<file path="config.mk">
export PLATFORM = sky130hd
export DESIGN_NAME = serial_frame_receiver
export DESIGN_NICKNAME = d
export VERILOG_FILES = /design/src/rtl/serial_link_pkg.sv /design/src/rtl/serial_frame_receiver.sv
export SDC_FILE = /design/constraint.sdc
export NUM_CORES = 1
export LEC_CHECK = 0
export ABC_AREA = 1
export BUFFER_PORTS_ARGS = -buffer_cell sky130_fd_sc_hd__buf_2
export CELL_PAD_IN_SITES_DETAIL_PLACEMENT = 0
export CELL_PAD_IN_SITES_GLOBAL_PLACEMENT = 1
export CORE_MARGIN = 2
export CORE_UTILIZATION = 40
export DETAILED_ROUTE_END_ITERATION = 10
export PLACE_DENSITY_LB_ADDON = 0.2
export SYNTH_ARGS = -nofsm -noshare
export SYNTH_HDL_FRONTEND = slang
export SYNTH_SLANG_ARGS = --single-unit
</file>
<file path="constraint.sdc">
create_clock -name clk -period 1.3 [get_ports clk]
set_input_delay 0.195 -clock clk [delete_from_list [all_inputs] [get_ports clk]]
set_output_delay 0.195 -clock clk [all_outputs]
set_load 0.01 [all_outputs]
</file>
<file path="src/rtl/serial_link_pkg.sv">
// Shared definitions for the serial link: frame constants, receiver states
// and the bit-counter sizing helper used by both link ends.
package serial_link_pkg;

    localparam int   SERIAL_WORD_WIDTH = 40;
    localparam logic SERIAL_START_BIT  = 1'b1;
    localparam logic SERIAL_IDLE_BIT   = 1'b0;

    typedef enum logic [1:0] {
        IDLE   = 2'd0,
        SHIFT  = 2'd1,
        STOP   = 2'd2,
        RESYNC = 2'd3
    } serial_state_e;

    // Counter must reach WIDTH, hence the +1.
    function automatic int bit_cnt_width(input int width);
        return $clog2(width + 1);
    endfunction

endpackage

</file>
<file path="src/rtl/serial_frame_receiver.sv">
// Serial link deserialiser: start bit, WIDTH data bits MSB first, idle stop bit.
// Optional saturating error counter enabled by SERIAL_RX_ERR_COUNT_EN.
//
//   state  | meaning
//   IDLE   | waiting for start bit ('1')
//   SHIFT  | shifting in data bits
//   STOP   | sampling trailing idle bit
//   RESYNC | after framing error, waiting for line to return low
module serial_frame_receiver
    import serial_link_pkg::*;
#(
    parameter int WIDTH = SERIAL_WORD_WIDTH
) (
    input  logic             clk,
    input  logic             rst,
    input  logic             sin,
    output logic [WIDTH-1:0] out_data,
    output logic             out_valid,
    input  logic             out_ready,
    output logic             frame_err,
    output logic             overrun
`ifdef SERIAL_RX_ERR_COUNT_EN
    ,
    input  logic             err_clr,
    output logic [7:0]       err_count
`endif
);

    localparam int CW = bit_cnt_width(WIDTH);

    serial_state_e    r_state;
    logic [CW-1:0]    r_cnt;
    logic [WIDTH-1:0] r_shreg;
    logic [WIDTH-1:0] r_data;
    logic             r_valid;
    logic             r_ferr;
    logic             r_ovr;

    logic w_last_bit;
    logic w_stop_good;
    logic w_can_load;

    assign w_last_bit  = (r_cnt == CW'(WIDTH - 1));
    assign w_stop_good = (r_state == STOP) && (sin == SERIAL_IDLE_BIT);
    assign w_can_load  = !r_valid || out_ready;

    always_ff @(posedge clk) begin
        if (rst) begin
            r_state <= IDLE;
            r_cnt   <= '0;
            r_shreg <= '0;
            r_data  <= '0;
            r_valid <= 1'b0;
            r_ferr  <= 1'b0;
            r_ovr   <= 1'b0;
        end else begin
            r_ferr <= 1'b0;
            r_ovr  <= 1'b0;

            case (r_state)
                IDLE: begin
                    if (sin == SERIAL_START_BIT) begin
                        r_state <= SHIFT;
                        r_cnt   <= '0;
                    end
                end
                SHIFT: begin
                    r_shreg <= {r_shreg[WIDTH-2:0], sin};
                    r_cnt   <= r_cnt + 1'b1;
                    if (w_last_bit) r_state <= STOP;
                end
                STOP: begin
                    if (sin == SERIAL_IDLE_BIT) begin
                        r_state <= IDLE;
                    end else begin
                        r_ferr  <= 1'b1;
                        r_state <= RESYNC;
                    end
                end
                RESYNC: begin
                    if (sin == SERIAL_IDLE_BIT) r_state <= IDLE;
                end
                default: r_state <= IDLE;
            endcase

            // A word arriving while the previous one is still unclaimed is dropped.
            if (w_stop_good) begin
                if (w_can_load) begin
                    r_data  <= r_shreg;
                    r_valid <= 1'b1;
                end else begin
                    r_ovr <= 1'b1;
                end
            end else if (r_valid && out_ready) begin
                r_valid <= 1'b0;
            end
        end
    end

    assign out_data  = r_data;
    assign out_valid = r_valid;
    assign frame_err = r_ferr;
    assign overrun   = r_ovr;

`ifdef SERIAL_RX_ERR_COUNT_EN
    logic [7:0] r_err_cnt;

    // Counts the registered error pulses; clear takes priority over an event.
    always_ff @(posedge clk) begin
        if (rst || err_clr) begin
            r_err_cnt <= 8'd0;
        end else if ((r_ferr || r_ovr) && (r_err_cnt != 8'hFF)) begin
            r_err_cnt <= r_err_cnt + 8'd1;
        end
    end

    assign err_count = r_err_cnt;
`endif

endmodule

</file>
Word-level counts from Yosys, hierarchy flattened
Index checks and enable logic that the tools add are counted.
W data, S select, Z words.

storage, ports and cells
  logic and storage cells = 44
  bits of input ports = 4
  flip-flop bits (word level) = 91
  output and inout bits = 43

operators by class
  bitwise logic cells = 3
  multiplexer cells = 12
  reduce and logical (&&, ||, !) cells = 13
  add/sub/neg operators = 1
  equal/unequal tests = 8

operator list
  operator               number
  $pmux W6 S2            1
  $mux W2                4
  $pmux W2 S4            1
  $add A6 B1 Y6 const B  1
  $eq A6 B6 Y1 const B   1
  $mux W6                1
  $ne A2 B2 Y1 const B   3
  $reduce_and A2 Y1      3
  $mux W1                5
  $eq A2 B2 Y1 const B   2
  $reduce_bool A2 Y1     2
  $reduce_or A2 Y1       2
  $not A1 Y1             3
  $reduce_and A3 Y1      1
  $eq A2 B1 Y1 const B   1
  $logic_and A1 B1 Y1    2
  $logic_not A2 Y1       1
  $ne A2 B1 Y1 const B   1
  $logic_not A1 Y1       1
  $logic_or A1 B1 Y1     1

Depth between registers and ports, before layout
Gate-level depths: netlist of the first run.

  word-level depth = 4
  gate-level depth with buffers = 7
  depth with buffers taken out = 6

Least setup slack after synthesis of the first run
OpenSTA, ideal clock, no wires.

  path kind = register to register
  start point = reg r_state[1]
  end point = reg r_data[10] (netlist: out_data[10])
  buffers on the path = 2
  data required time = 1230 ps
  arrival time = 950 ps
  stages on the path, launching flop included = 5
  period minus slack after synthesis = 1020 ps
  path slack = 280 ps
  setup time = 70 ps
  path through = dfxtp_1 > buf_4 > clkbuf_1 > nand4_1 > a21oi_1

between the ends
  longest elaborated chain between the ends = 3

RTL lines
  item                         RTL line                     text
  start: declaration           serial_frame_receiver.sv:31  serial_state_e r_state;
  start signal: assignment     serial_frame_receiver.sv:49  r_state <= IDLE;
  start signal: assignment     serial_frame_receiver.sv:63  r_state <= SHIFT;
  start signal: assignment     serial_frame_receiver.sv:70  if (w_last_bit) r_state <= STOP;
  $eq A2 B2 Y1                 serial_frame_receiver.sv:44  assign w_stop_good = (r_state == STOP) && (sin == SERIAL_IDLE_BIT);
  $logic_and A1 B1 Y1          serial_frame_receiver.sv:44
  $reduce_and A2 Y1 (no line)  --
  end signal: assignment       serial_frame_receiver.sv:89  r_data <= r_shreg;
  end: declaration             serial_frame_receiver.sv:34  logic [WIDTH-1:0] r_data;

No other way between the ends.
A chain may end at the register's enable or synchronous reset.

Worst setup path in the final report of the first run
  start point = reg r_state[0]
  end point = reg r_data[23] (netlist: out_data[23])

The elaborated chain is that of the path after synthesis.

==> results.tsv, run 1 <==
stage	metric	value	unit
timing	max-slew violation count	0	
synthesis	Simple-Gate Fraction of Synth Area	0.2307	
layout	fillers	821	
layout	final non-filler cell total	573	
timing	Slew HR	0.8085	
clocking	CTS tree	done	
place	placed cells	557	
clocking	H-tree levels	3	
synthesis	sequential fraction of the synthesis area	0.5375	
synthesis	Post-Syn Nets	427	
route	via count	2893	
clocking	# clock sinks	91	
clocking	Worst-Skew Late Latency	360	ps
die	# IOs	47	
clocking	Hold Buf Count CTS	0	
layout	most common cell after layout, fill and taps aside	dfxtp_1	
global_routing	vias in the first global route	2678	
route	First-pass DRT Iterations	4	
global_routing	largest net degree at the start of global routing	46	
clocking	clk slew on worst S/H paths	90	ps
global_routing	gr busiest metal	met2	
run	Max Cap Viol	0	
die	CORE AREA	8217	um2
synthesis	largest family of logic cells by synthesized area	simple AND/OR/NAND/NOR gates	
global_routing	GR Util met2	0.2662	
global_routing	global-route wire length before repair	12500	um
worst_setup_path	Critical Path Source Type	register	
synthesis	Synth Area in XOR/XNOR	0	
layout	Final Util	0.4908	
place	HPWL Detailed	4665	um
die	Die Ht	96.05	um
route	Residual DRC	0	
pwr	Peak VDD IR	592.7	uV
global_routing	met3 usage	0.03759	
route	ANT nets after route	0	
timing	Final Hold Viols	0	
route	final wirelength	7509	um
worst_hold_path	hold crit path type	in2reg	
clocking	clock root buffer	clkbuf_8	
synthesis	area of the mapped netlist	3390	um2
global_routing	remaining global-route overflow	0	
place	Placer Congestion	0.7850	
synthesis	adder-cell share of the synthesized area	0.003691	
synthesis	Compound-Gate Fraction of Synth Area	0.1539	
layout	area used by multi-input combinational logic	1316	um2
timing	Finish-stage setup viols	0	
timing	final period utilization	0.9121	
synthesis	Synth Register Bits	91	
timing	RSZ-0062 raised after global routing	no	
synthesis	post-synthesis mux area share	0	
worst_setup_path	critical path class	reg2reg	
synthesis	syn avg cell area	8.032	um2
pwr	Leak	1.615	nW
timing	Worst Clk Skew	8.326	ps
pwr	P per Cell Area	1361	nW/um2
synthesis	Mapped Cells	422	
layout	Layout Nets	468	
layout	commonest cells after routing, fill and taps aside	dfxtp_1 (90), nor2_1 (65), nand2_1 (60)	
route	Vias per Instance	5.049	
layout	antenna cell count	0	
synthesis	post-synth cell types	20	
worst_setup_path	CP Capture Type	register	
die	row count	33	
route	DR WL/cell	13.10	um
route	Iteration-0 DRC Markers	131	
worst_setup_path	Worst Path Required	1590	ps
layout	Area growth, synth to finish	18.97	%
worst_setup_path	Worst Path Max Fanout	14	
place	IO buf count	46	
timing	setup TNS	0	ps
synthesis	Syn. warnings	0	
global_routing	met1 Use GR	0.2375	
timing	maximum clock frequency	843.3	MHz
die	Chip Width	96.05	um
timing	Slew @ Worst Pin	286.6	ps
worst_setup_path	Worst Path Arrival	1480	ps
global_routing	initial antenna violation count	0	
die	Total Die Area	9226	um2
layout	Register Area	1823	um2
clocking	CTS Buf Count	9	
global_routing	total track usage	0.1739	
timing	Final min period	1186	ps
outcome	status	finished clean	
die	Starting Density	0.4125	
layout	layout cells sized above 1	0.1838	
clocking	Max Root-Sink Buffers	2	
[worst paths after layout]
path / cells after the start / slack, ps / start / to
min: 3 / 170 / sin / r_state[1]
max: 4 / 110 / r_state[0] / out_data[23]
min reg2reg: 2 / 460 / out_data[39] / out_data[39]
max reg2reg: 4 / 110 / r_state[0] / out_data[23]
[sequential cells by signal, summed over array words and instances, names as in the netlist]
signal / count
r_cnt: 6
out_data: 40
r_state: 2
frame_err: 1
overrun: 1
r_shreg: 40
out_valid: 1
[kinds of logic (layout without fill, tap and decap cells)]
family / after synthesis / count (layout)
fa+ha+maj: 1 / 1
compound gates: 104 / 104
buf+inv: 52 / 98
simple gates: 174 / 174
flops: 91 / 91
[worst max-delay path, cell delays in order, from the launching register on]
cell	delay, ps
dfxtp_1	370
nor2_4	200
buf_4	250
nand4_1	140
a21oi_1	160
[synthesized netlist by cell type, drive strengths merged]
library cell	n	area (um2)
nor2	67	266.5
o21ai	46	230.2
nand2	60	225.2
buf	26	152.6
nand3	5	30.03
dfxtp	91	1822
a21oi	57	285.3
inv	17	63.81
clkbuf	9	35.03
nor3	2	10.01
ha	1	12.51
nand4	40	250.2
a31oi	1	6.260
[power by group]
part / switching [mW] / internal [mW] / leakage, nW / total, mW
registers: 0.0695 / 2.89 / 0.742 / 2.95
logic: 0.220 / 0.127 / 0.753 / 0.347
clock network: 0.992 / 1.20 / 0.120 / 2.19
total: 1.28 / 4.21 / 1.61 / 5.49
[layout make-up]
cell class,instances,share of cell area
sequential,91,0.4521
multi-input combinational,279,0.3264
timing repair buffer,65,0.1151
clock buffer,11,0.03754
tap,105,0.03258
clock inverter,5,0.02048
inverter,17,0.01582
[timing repair]
action,in CTS,in global routing
setup endpoints to repair,0,5
buffers inserted,0,0
gates resized for setup,0,2
[per-stage QoR]
| step | worst slack (ps) | hold slack (ps) | instance area, um2 | power [mW] |
|---|---|---|---|---|
| 2_1_floorplan | 280.0 | 343.9 | 3390 | 3.259 |
| 3_3_place_gp | 119.4 | 445.3 | 3794 | 3.360 |
| 3_5_place_dp | 77.37 | 448.7 | 3794 | 3.367 |
| 4_1_cts | 64.96 | 158.6 | 4028 | 5.547 |
| 5_1_grt | 12.37 | 179.6 | 4033 | 5.714 |
| 6_report | 114.2 | 168.8 | 4033 | 5.489 |
[metal layers]
layer,wire [um],up-vias
met5,0,-
met4,126,0
met3,293,8
met2,3266,49
met1,3823,1331
li1,-,1505
(Power assumes the default switching activity.)
==> run 2: changes to the inputs <==
--- a/config.mk
+++ b/config.mk
@@ -12,7 +12,7 @@
 export CORE_MARGIN = 2
 export CORE_UTILIZATION = 40
 export DETAILED_ROUTE_END_ITERATION = 10
-export PLACE_DENSITY_LB_ADDON = 0.2
+export PLACE_DENSITY_LB_ADDON = 0.25
 export SYNTH_ARGS = -nofsm -noshare
 export SYNTH_HDL_FRONTEND = slang
 export SYNTH_SLANG_ARGS = --single-unit
==> run 2 against run 1 <==
Effect of this change:
- clock power down 8%
- largest power group unchanged
- critical path depth did not move
- flip-flop and latch count unchanged
- global-route usage down 0.29 points
- routed wire length decreased by 1.2%
==> results.tsv, run 2 (same netlist as run 1, synthesis figures left out) <==
stage	metric	value	unit	change
outcome	status	finished clean		unchanged
place	Placer Congestion	0.8298		was 0.7850
worst_setup_path	crit path buf inv count	1		unchanged
run	Max Cap Viol	0		unchanged
die	CORE AREA	8217	um2	unchanged
pwr	Peak VDD IR	641.8	uV	was 592.7 uV
layout	commonest cells after routing, fill and taps aside	dfxtp_1 (89), nor2_1 (65), nand2_1 (60)		was dfxtp_1 (90), nor2_1 (65), nand2_1 (60)
layout	most common cell after layout, fill and taps aside	dfxtp_1		unchanged
worst_setup_path	Worst Path Arrival	1440	ps	was 1480 ps
worst_hold_path	Endpoint, Worst Hold	frame_err		was r_state[1]
worst_setup_path	Worst Path Required	1600	ps	was 1590 ps
worst_setup_path	slowest library cell on the worst path	dfxtp_2		was dfxtp_1
timing	RSZ-0062 raised after global routing	no		unchanged
timing	Final Hold Viols	0		unchanged
worst_setup_path	RR Endpoint	out_data[25]		was out_data[23]
global_routing	initial antenna violation count	0		unchanged
layout	Area growth, synth to finish	16.72	%	was 18.97%
route	Residual DRC	0		unchanged
clocking	clk slew on worst S/H paths	100	ps	was 90 ps
timing	final period utilization	0.8792		was 0.9121
route	via count	2871		was 2893
clocking	CTS Buf Count	9		unchanged
timing	Finish-stage setup viols	0		unchanged
route	Iteration-0 DRC Markers	139		was 131
die	Die Ht	96.05	um	unchanged
global_routing	vias in the first global route	2591		was 2678
timing	setup TNS	0	ps	unchanged
layout	Layout Nets	469		was 468
worst_setup_path	R2R depth	4		unchanged
global_routing	remaining global-route overflow	0		unchanged
worst_setup_path	Crit path largest cell delay	360	ps	was 370 ps
die	Chip Width	96.05	um	unchanged
worst_setup_path	FF-to-FF setup slack	160	ps	was 110 ps
pwr	P per Cell Area	1339	nW/um2	was 1361 nW/um2
layout	area used by multi-input combinational logic	1316	um2	unchanged
layout	fillers	838		was 821
timing	Worst Clk Skew	10.97	ps	was 8.326 ps
worst_setup_path	Worst Path Max Fanout	18		was 14
clocking	clock root buffer	clkbuf_8		unchanged
worst_setup_path	CP Capture Type	register		unchanged
worst_hold_path	min-delay src	sin		unchanged
place	HPWL Detailed	4750	um	was 4665 um
worst_setup_path	critical path class	reg2reg		unchanged
clocking	H-tree levels	3		unchanged
clocking	# clock sinks	91		unchanged
worst_hold_path	hold crit path type	in2reg		unchanged
global_routing	global-route wire length before repair	12300	um	was 12500 um
route	ANT nets after route	0		unchanged
timing	Slew @ Worst Pin	329.4	ps	was 286.6 ps
layout	antenna cell count	0		unchanged
worst_setup_path	crit-path cells	nor2_4 > buf_4 > nand4_1 > a21oi_1		unchanged
worst_setup_path	Top Family by Delay on Critical Path	flip-flops		unchanged
die	row count	33		unchanged
route	First-pass DRT Iterations	4		unchanged
route	Vias per Instance	5.002		was 5.049
worst_hold_path	hold-critical path depth	3		unchanged
timing	Slew HR	0.7804		was 0.8085
timing	Final min period	1143	ps	was 1186 ps
route	final wirelength	7420	um	was 7509 um
die	# IOs	47		unchanged
global_routing	largest net degree at the start of global routing	46		unchanged
clocking	Hold Buf Count CTS	0		unchanged
clocking	Worst-Skew Late Latency	360	ps	about the same
global_routing	total track usage	0.1710		was 0.1739
clocking	CTS tree	done		unchanged
layout	Register Area	1824	um2	was 1823 um2
die	Total Die Area	9226	um2	unchanged
worst_setup_path	Critical Path Source Type	register		unchanged
timing	max-slew violation count	0		unchanged
timing	maximum clock frequency	874.9	MHz	was 843.3 MHz
layout	layout cells sized above 1	0.1876		was 0.1838
place	IO buf count	46		unchanged
place	Setup WS pre-CTS	80.18	ps	was 77.37 ps
clocking	Post-CTS Setup Inserts	0		unchanged
clocking	Max Root-Sink Buffers	2		unchanged
timing	final setup margin	157.1	ps	was 114.2 ps
route	DR WL/cell	12.93	um	was 13.10 um
worst_setup_path	Critical R2R Launch	r_state[0]		unchanged
die	Starting Density	0.4125		unchanged
pwr	Leak	1.583	nW	was 1.615 nW
==> run 2: cell count changes in the layout (fill, tap and decap cells not counted), sizes merged <==
cell,previous run,this run
bufinv,2,1
clkinvlp,0,1
buf,65,66
==> run 2: cell type report <==
cell class / count / share of cell area
Timing Repair Buffer: 66 / 0.1034
Multi-Input combinational cell: 279 / 0.3327
Clock buffer: 11 / 0.03827
Sequential cell: 91 / 0.4611
Tap cell: 105 / 0.03321
Clock inverter: 5 / 0.01518
Inverter: 17 / 0.01613
==> run 2: worst max path at each step <==
stage	start	end	slack (ps)	cells past startpoint
after floorplan	r_state[1]	out_data[10]	280	4
after global placement	out_ready	out_data[25]	110	6
after detailed placement	r_state[1]	r_shreg[8]	80	5
after CTS	r_state[1]	r_shreg[8]	60	5
after global routing	r_state[1]	r_shreg[8]	10	5
final	r_state[0]	out_data[25]	160	4
==> run 2: worst reg2reg max path, cell delays in order, from the launching register on <==
cell and delay (ps):
dfxtp_2 360, nor2_4 180, buf_4 260, nand4_1 150, a21oi_1 150
==> run 2: power by group <==
part           leakage (nW)  switching [mW]  total (mW)  internal [mW]
clock                 0.106            1.01        2.01           1.00
sequential            0.742          0.0717        2.96           2.89
combinational         0.735           0.214       0.327          0.113
==> run 2: metal layers <==
metal | global-route usage | wire, um | vias to the layer above
li1 | - | - | 1505
met1 | 0.2372 | 3860 | 1314
met2 | 0.2604 | 3246 | 47
met3 | 0.04229 | 235 | 5
met4 | 0.05595 | 78 | 0
met5 | 0 | 0 | -
==> run 2: timing repair <==
action                     4_1_cts  5_1_grt
gates resized for setup          0        3
hold endpoints to repair         0        0
setup endpoints to repair        0       38
==> run 2: stage by stage <==
stage	std cells	hold slack [ps]	utilization	total power [mW]	cell area, um2
finish	574	170.9	0.4815	5.297	3956
global route	574	180.8	0.4815	5.544	3956
CTS	574	159.3	0.4807	5.343	3950
detailed placement	558	451.6	0.4550	3.348	3739
global placement	558	445.8	0.4550	3.340	3739
floorplan	422	343.9	-	3.259	3390
==> run 3: changes to the inputs <==
--- a/config.mk
+++ b/config.mk
@@ -5,13 +5,12 @@
 export SDC_FILE = /design/constraint.sdc
 export NUM_CORES = 1
 export LEC_CHECK = 0
-export ABC_AREA = 1
-export BUFFER_PORTS_ARGS = -buffer_cell sky130_fd_sc_hd__buf_2
 export CELL_PAD_IN_SITES_DETAIL_PLACEMENT = 0
 export CELL_PAD_IN_SITES_GLOBAL_PLACEMENT = 1
 export CORE_MARGIN = 2
 export CORE_UTILIZATION = 40
 export DETAILED_ROUTE_END_ITERATION = 10
+export DONT_BUFFER_PORTS = 1
 export PLACE_DENSITY_LB_ADDON = 0.25
 export SYNTH_ARGS = -nofsm -noshare
 export SYNTH_HDL_FRONTEND = slang
==> run 3 against run 2 <==
Effect of this change:
- the run now ends with negative hold slack, negative setup slack left
- sequential share of layout area up 1.6 points
- worst setup slack worse by 160 ps
- non-clock buffer count shrank 41
- largest cell class unchanged
==> results.tsv, run 3 <==
stage	metric	value	unit	change
outcome	status	complete, but fails checks		was finished clean
outcome	failing checks	negative hold slack, negative setup slack		
worst_setup_path	Critical Path Source Type	register		unchanged
synthesis	area of the mapped netlist	3338	um2	was 3390 um2
run	Max Cap Viol	0		unchanged
route	DR WL/cell	14.55	um	was 12.93 um
clocking	CTS Buf Count	9		unchanged
layout	antenna cell count	0		unchanged
synthesis	Syn. warnings	0		unchanged
clocking	clk slew on worst S/H paths	90	ps	was 100 ps
worst_setup_path	slowest library cell on the worst path	or3b_4		was dfxtp_2
clocking	# clock sinks	91		unchanged
die	Die Ht	95.36	um	was 96.05 um
worst_setup_path	Worst Path Required	1550	ps	was 1600 ps
place	IO buf count	0		was 46
global_routing	largest net degree at the start of global routing	92		was 46
layout	most common cell after layout, fill and taps aside	dfxtp_1		unchanged
die	# IOs	47		unchanged
worst_setup_path	Crit path largest cell delay	440	ps	was 360 ps
route	via count	2756		was 2871
worst_setup_path	RR Endpoint	out_data[32]		was out_data[25]
timing	Hold WS	-97.88	ps	was 170.9 ps
worst_setup_path	CP Depth	4		unchanged
clocking	Hold Buf Count CTS	1		was 0
pwr	P per Cell Area	1207	nW/um2	was 1339 nW/um2
timing	maximum clock frequency	767.2	MHz	was 874.9 MHz
synthesis	Async SR Flop Fraction	0		unchanged
place	Placer Congestion	0.8238		was 0.8298
synthesis	syn avg cell area	8.142	um2	was 8.032 um2
route	ANT nets after route	0		unchanged
route	Vias per Instance	5.320		was 5.002
route	First-pass DRT Iterations	4		unchanged
global_routing	total track usage	0.1653		was 0.1710
layout	fin area	3824	um2	was 3956 um2
layout	layout cells sized above 1	0.1404		was 0.1876
die	Starting Density	0.4104		was 0.4125
layout	fillers	796		was 838
clocking	Max Root-Sink Buffers	2		unchanged
global_routing	initial antenna violation count	0		unchanged
worst_setup_path	crit path from	r_state[0]		unchanged
layout	commonest cells after routing, fill and taps aside	dfxtp_1 (89), nand2_1 (84), a21oi_1 (78)		was dfxtp_1 (89), nor2_1 (65), nand2_1 (60)
route	Residual DRC	0		unchanged
timing	max-slew violation count	0		unchanged
synthesis	post-synth cell types	28		was 20
synthesis	top-count cell post-synth	dfxtp_1		unchanged
synthesis	Synth top cells by count	dfxtp_1 (91), a21oi_1 (84), nand2_1 (84)		was dfxtp_1 (91), nor2_1 (65), nand2_1 (60)
synthesis	Top FF cell, synth	dfxtp_1		unchanged
worst_setup_path	crit path to	out_data[32]		was out_data[25]
clocking	CTS tree	done		unchanged
worst_setup_path	FF-to-FF setup slack	-3	ps	was 160 ps
global_routing	global-route wire length before repair	11820	um	was 12300 um
synthesis	leading area contributor after synthesis	dfxtp_1		unchanged
timing	Slew HR	0.7975		was 0.7804
die	CORE AREA	8134	um2	was 8217 um2
worst_hold_path	hold crit path type	in2reg		unchanged
die	Total Die Area	9093	um2	was 9226 um2
timing	Finish-stage setup viols	1		was 0
timing	Slew @ Worst Pin	303.8	ps	was 329.4 ps
worst_setup_path	R2R depth	4		unchanged
synthesis	synth top area cells	dfxtp_1 (55%), a21oi_1 (13%), nand2_1 (9.4%), nand3_1 (6.3%), o21ai_1 (3.1%)		was dfxtp_1 (54%), a21oi_1 (8.4%), nand4_1 (7.4%), nor2_1 (7.2%), o21ai_0 (6.8%)
worst_setup_path	critical path class	reg2reg		unchanged
worst_setup_path	Critical R2R Launch	r_state[0]		unchanged
global_routing	remaining global-route overflow	0		unchanged
synthesis	Synth Register Bits	91		unchanged
synthesis	sequential fraction of the synthesis area	0.5457		was 0.5375
pwr	Leak	1.209	nW	was 1.583 nW
timing	Worst Clk Skew	9.989	ps	was 10.97 ps
layout	Layout Nets	413		was 469
route	Iteration-0 DRC Markers	103		was 139
synthesis	Post-Syn Nets	415		was 427
worst_setup_path	crit path buf inv count	1		unchanged
layout	Area growth, synth to finish	14.54	%	was 16.72%
global_routing	vias in the first global route	2530		was 2591
worst_setup_path	Worst Path Max Fanout	24		was 18
clocking	Worst-Skew Late Latency	350	ps	was 360 ps
synthesis	Mapped Cells	410		was 422
worst_setup_path	Top Family by Delay on Critical Path	simple AND/OR/NAND/NOR gates		was flip-flops
die	Chip Width	95.36	um	was 96.05 um
clocking	H-tree levels	3		unchanged
clocking	clock root buffer	clkbuf_8		unchanged
route	final wirelength	7537	um	was 7420 um
synthesis	share of the synthesized area in the top cell type	0.5457		was 0.5375
place	placed inst area	3527	um2	was 3739 um2
pwr	Peak VDD IR	507.2	uV	was 641.8 uV
timing	Final Hold Viols	89		was 0
worst_setup_path	CP Capture Type	register		unchanged
worst_setup_path	crit-path cells	or3b_4 > buf_12 > o21ai_0 > a21oi_1		was nor2_4 > buf_4 > nand4_1 > a21oi_1
timing	Final min period	1303	ps	was 1143 ps
die	row count	33		unchanged
worst_setup_path	Worst Path Arrival	1550	ps	was 1440 ps
synthesis	EDFF count, synth	0		unchanged
timing	RSZ-0062 raised after global routing	yes		was no
place	HPWL Detailed	4285	um	was 4750 um
timing	final setup margin	-3.402	ps	was 157.1 ps
timing	final period utilization	1.003		was 0.8792
layout	Final Util	0.4701		was 0.4815
## run 3: cell count changes after synthesis, moves of 18 or more
cell      previous run  this run
clkbuf_1             8        26
nand2_1             60        84
o21ai_0             46        19
a21oi_1             57        84
nor2_1              65         3
nand3_1              4        42
nand4_1             40         2
o21ai_1              0        21
## run 3: report_power, final
group	leakage (nW)	switching [mW]	internal, mW	total (mW)
sequential	0.734	0.00785	2.79	2.80
combinational	0.397	0.0791	0.0488	0.128
clock	0.0787	0.990	0.696	1.69
total	1.21	1.08	3.54	4.62
## run 3: worst reg2reg max path, delay by kind of cell, from the launching register on
| family | cells | cell delay, ps |
|---|---|---|
| flip-flops | 1 | 350 |
| AND/OR/NAND/NOR | 1 | 440 |
| AO/OA/AOI/OAI | 2 | 240 |
| buffers and inverters | 1 | 180 |
## run 3: worst min-delay path by stage
stage / depth (start not counted) / slack, ps / to / from
2_1_floorplan: 2 / 330 / r_shreg[0] / sin
3_3_place_gp: 1 / 270 / out_data[20] / rst
3_5_place_dp: 1 / 270 / out_data[21] / rst
4_1_cts: 1 / -110 / r_shreg[25] / rst
5_1_grt: 1 / -110 / out_data[20] / rst
6_report: 1 / -100 / out_data[25] / rst
## run 3: logic make-up after synthesis
group	Yosys count	share of synthesized area
adder cells (fa/ha/maj)	1	0.003748
flip-flops	91	0.5457
AND/OR/NAND/NOR	144	0.1900
multiplexers	2	0.006372
AO/OA/AOI/OAI	132	0.2046
buffers and inverters	40	0.04948
## run 3: cell type report
class | count | area, um2 | share of cell area
clock inverters | 6 | 41.29 | 0.01080
repair buffers | 25 | 271.5 | 0.07101
flip-flops and latches | 91 | 1824 | 0.4771
clock buffers | 10 | 127.6 | 0.03338
inverters | 2 | 7.507 | 0.001963
multi-input cells | 279 | 1420 | 0.3714
well taps | 105 | 131.4 | 0.03436
## run 3: through the flow
stage	setup slack [ps]	hold WS (ps)	instances	TNS [ps]	total power, mW
after global routing	-50.81	-115.0	518	-475.1	4.784
after floorplan	-6.406	331.0	410	-95.34	2.977
after detailed placement	-13.68	272.7	495	-26.99	2.980
after global placement	21.96	272.6	495	0	2.981
final	-3.402	-97.88	518	-3.402	4.615
after CTS	-24.77	-108.3	512	-111.7	4.665
## run 3: timing repair
item	in CTS	in global routing
buffers inserted	0	4
hold endpoints to repair	90	89
gates resized for setup	1	35
cloned	0	2
pin swaps	0	2
endpoints found under the setup margin	22	61
## run 3: metal layers
layer / part of all wire / vias to the layer above / track usage
li1: - / 1401 / -
met4: 0.0090 / 0 / 0.07126
met2: 0.48 / 48 / 0.2840
met5: 0 / - / 0
met3: 0.041 / 4 / 0.03320
met1: 0.47 / 1303 / 0.2000
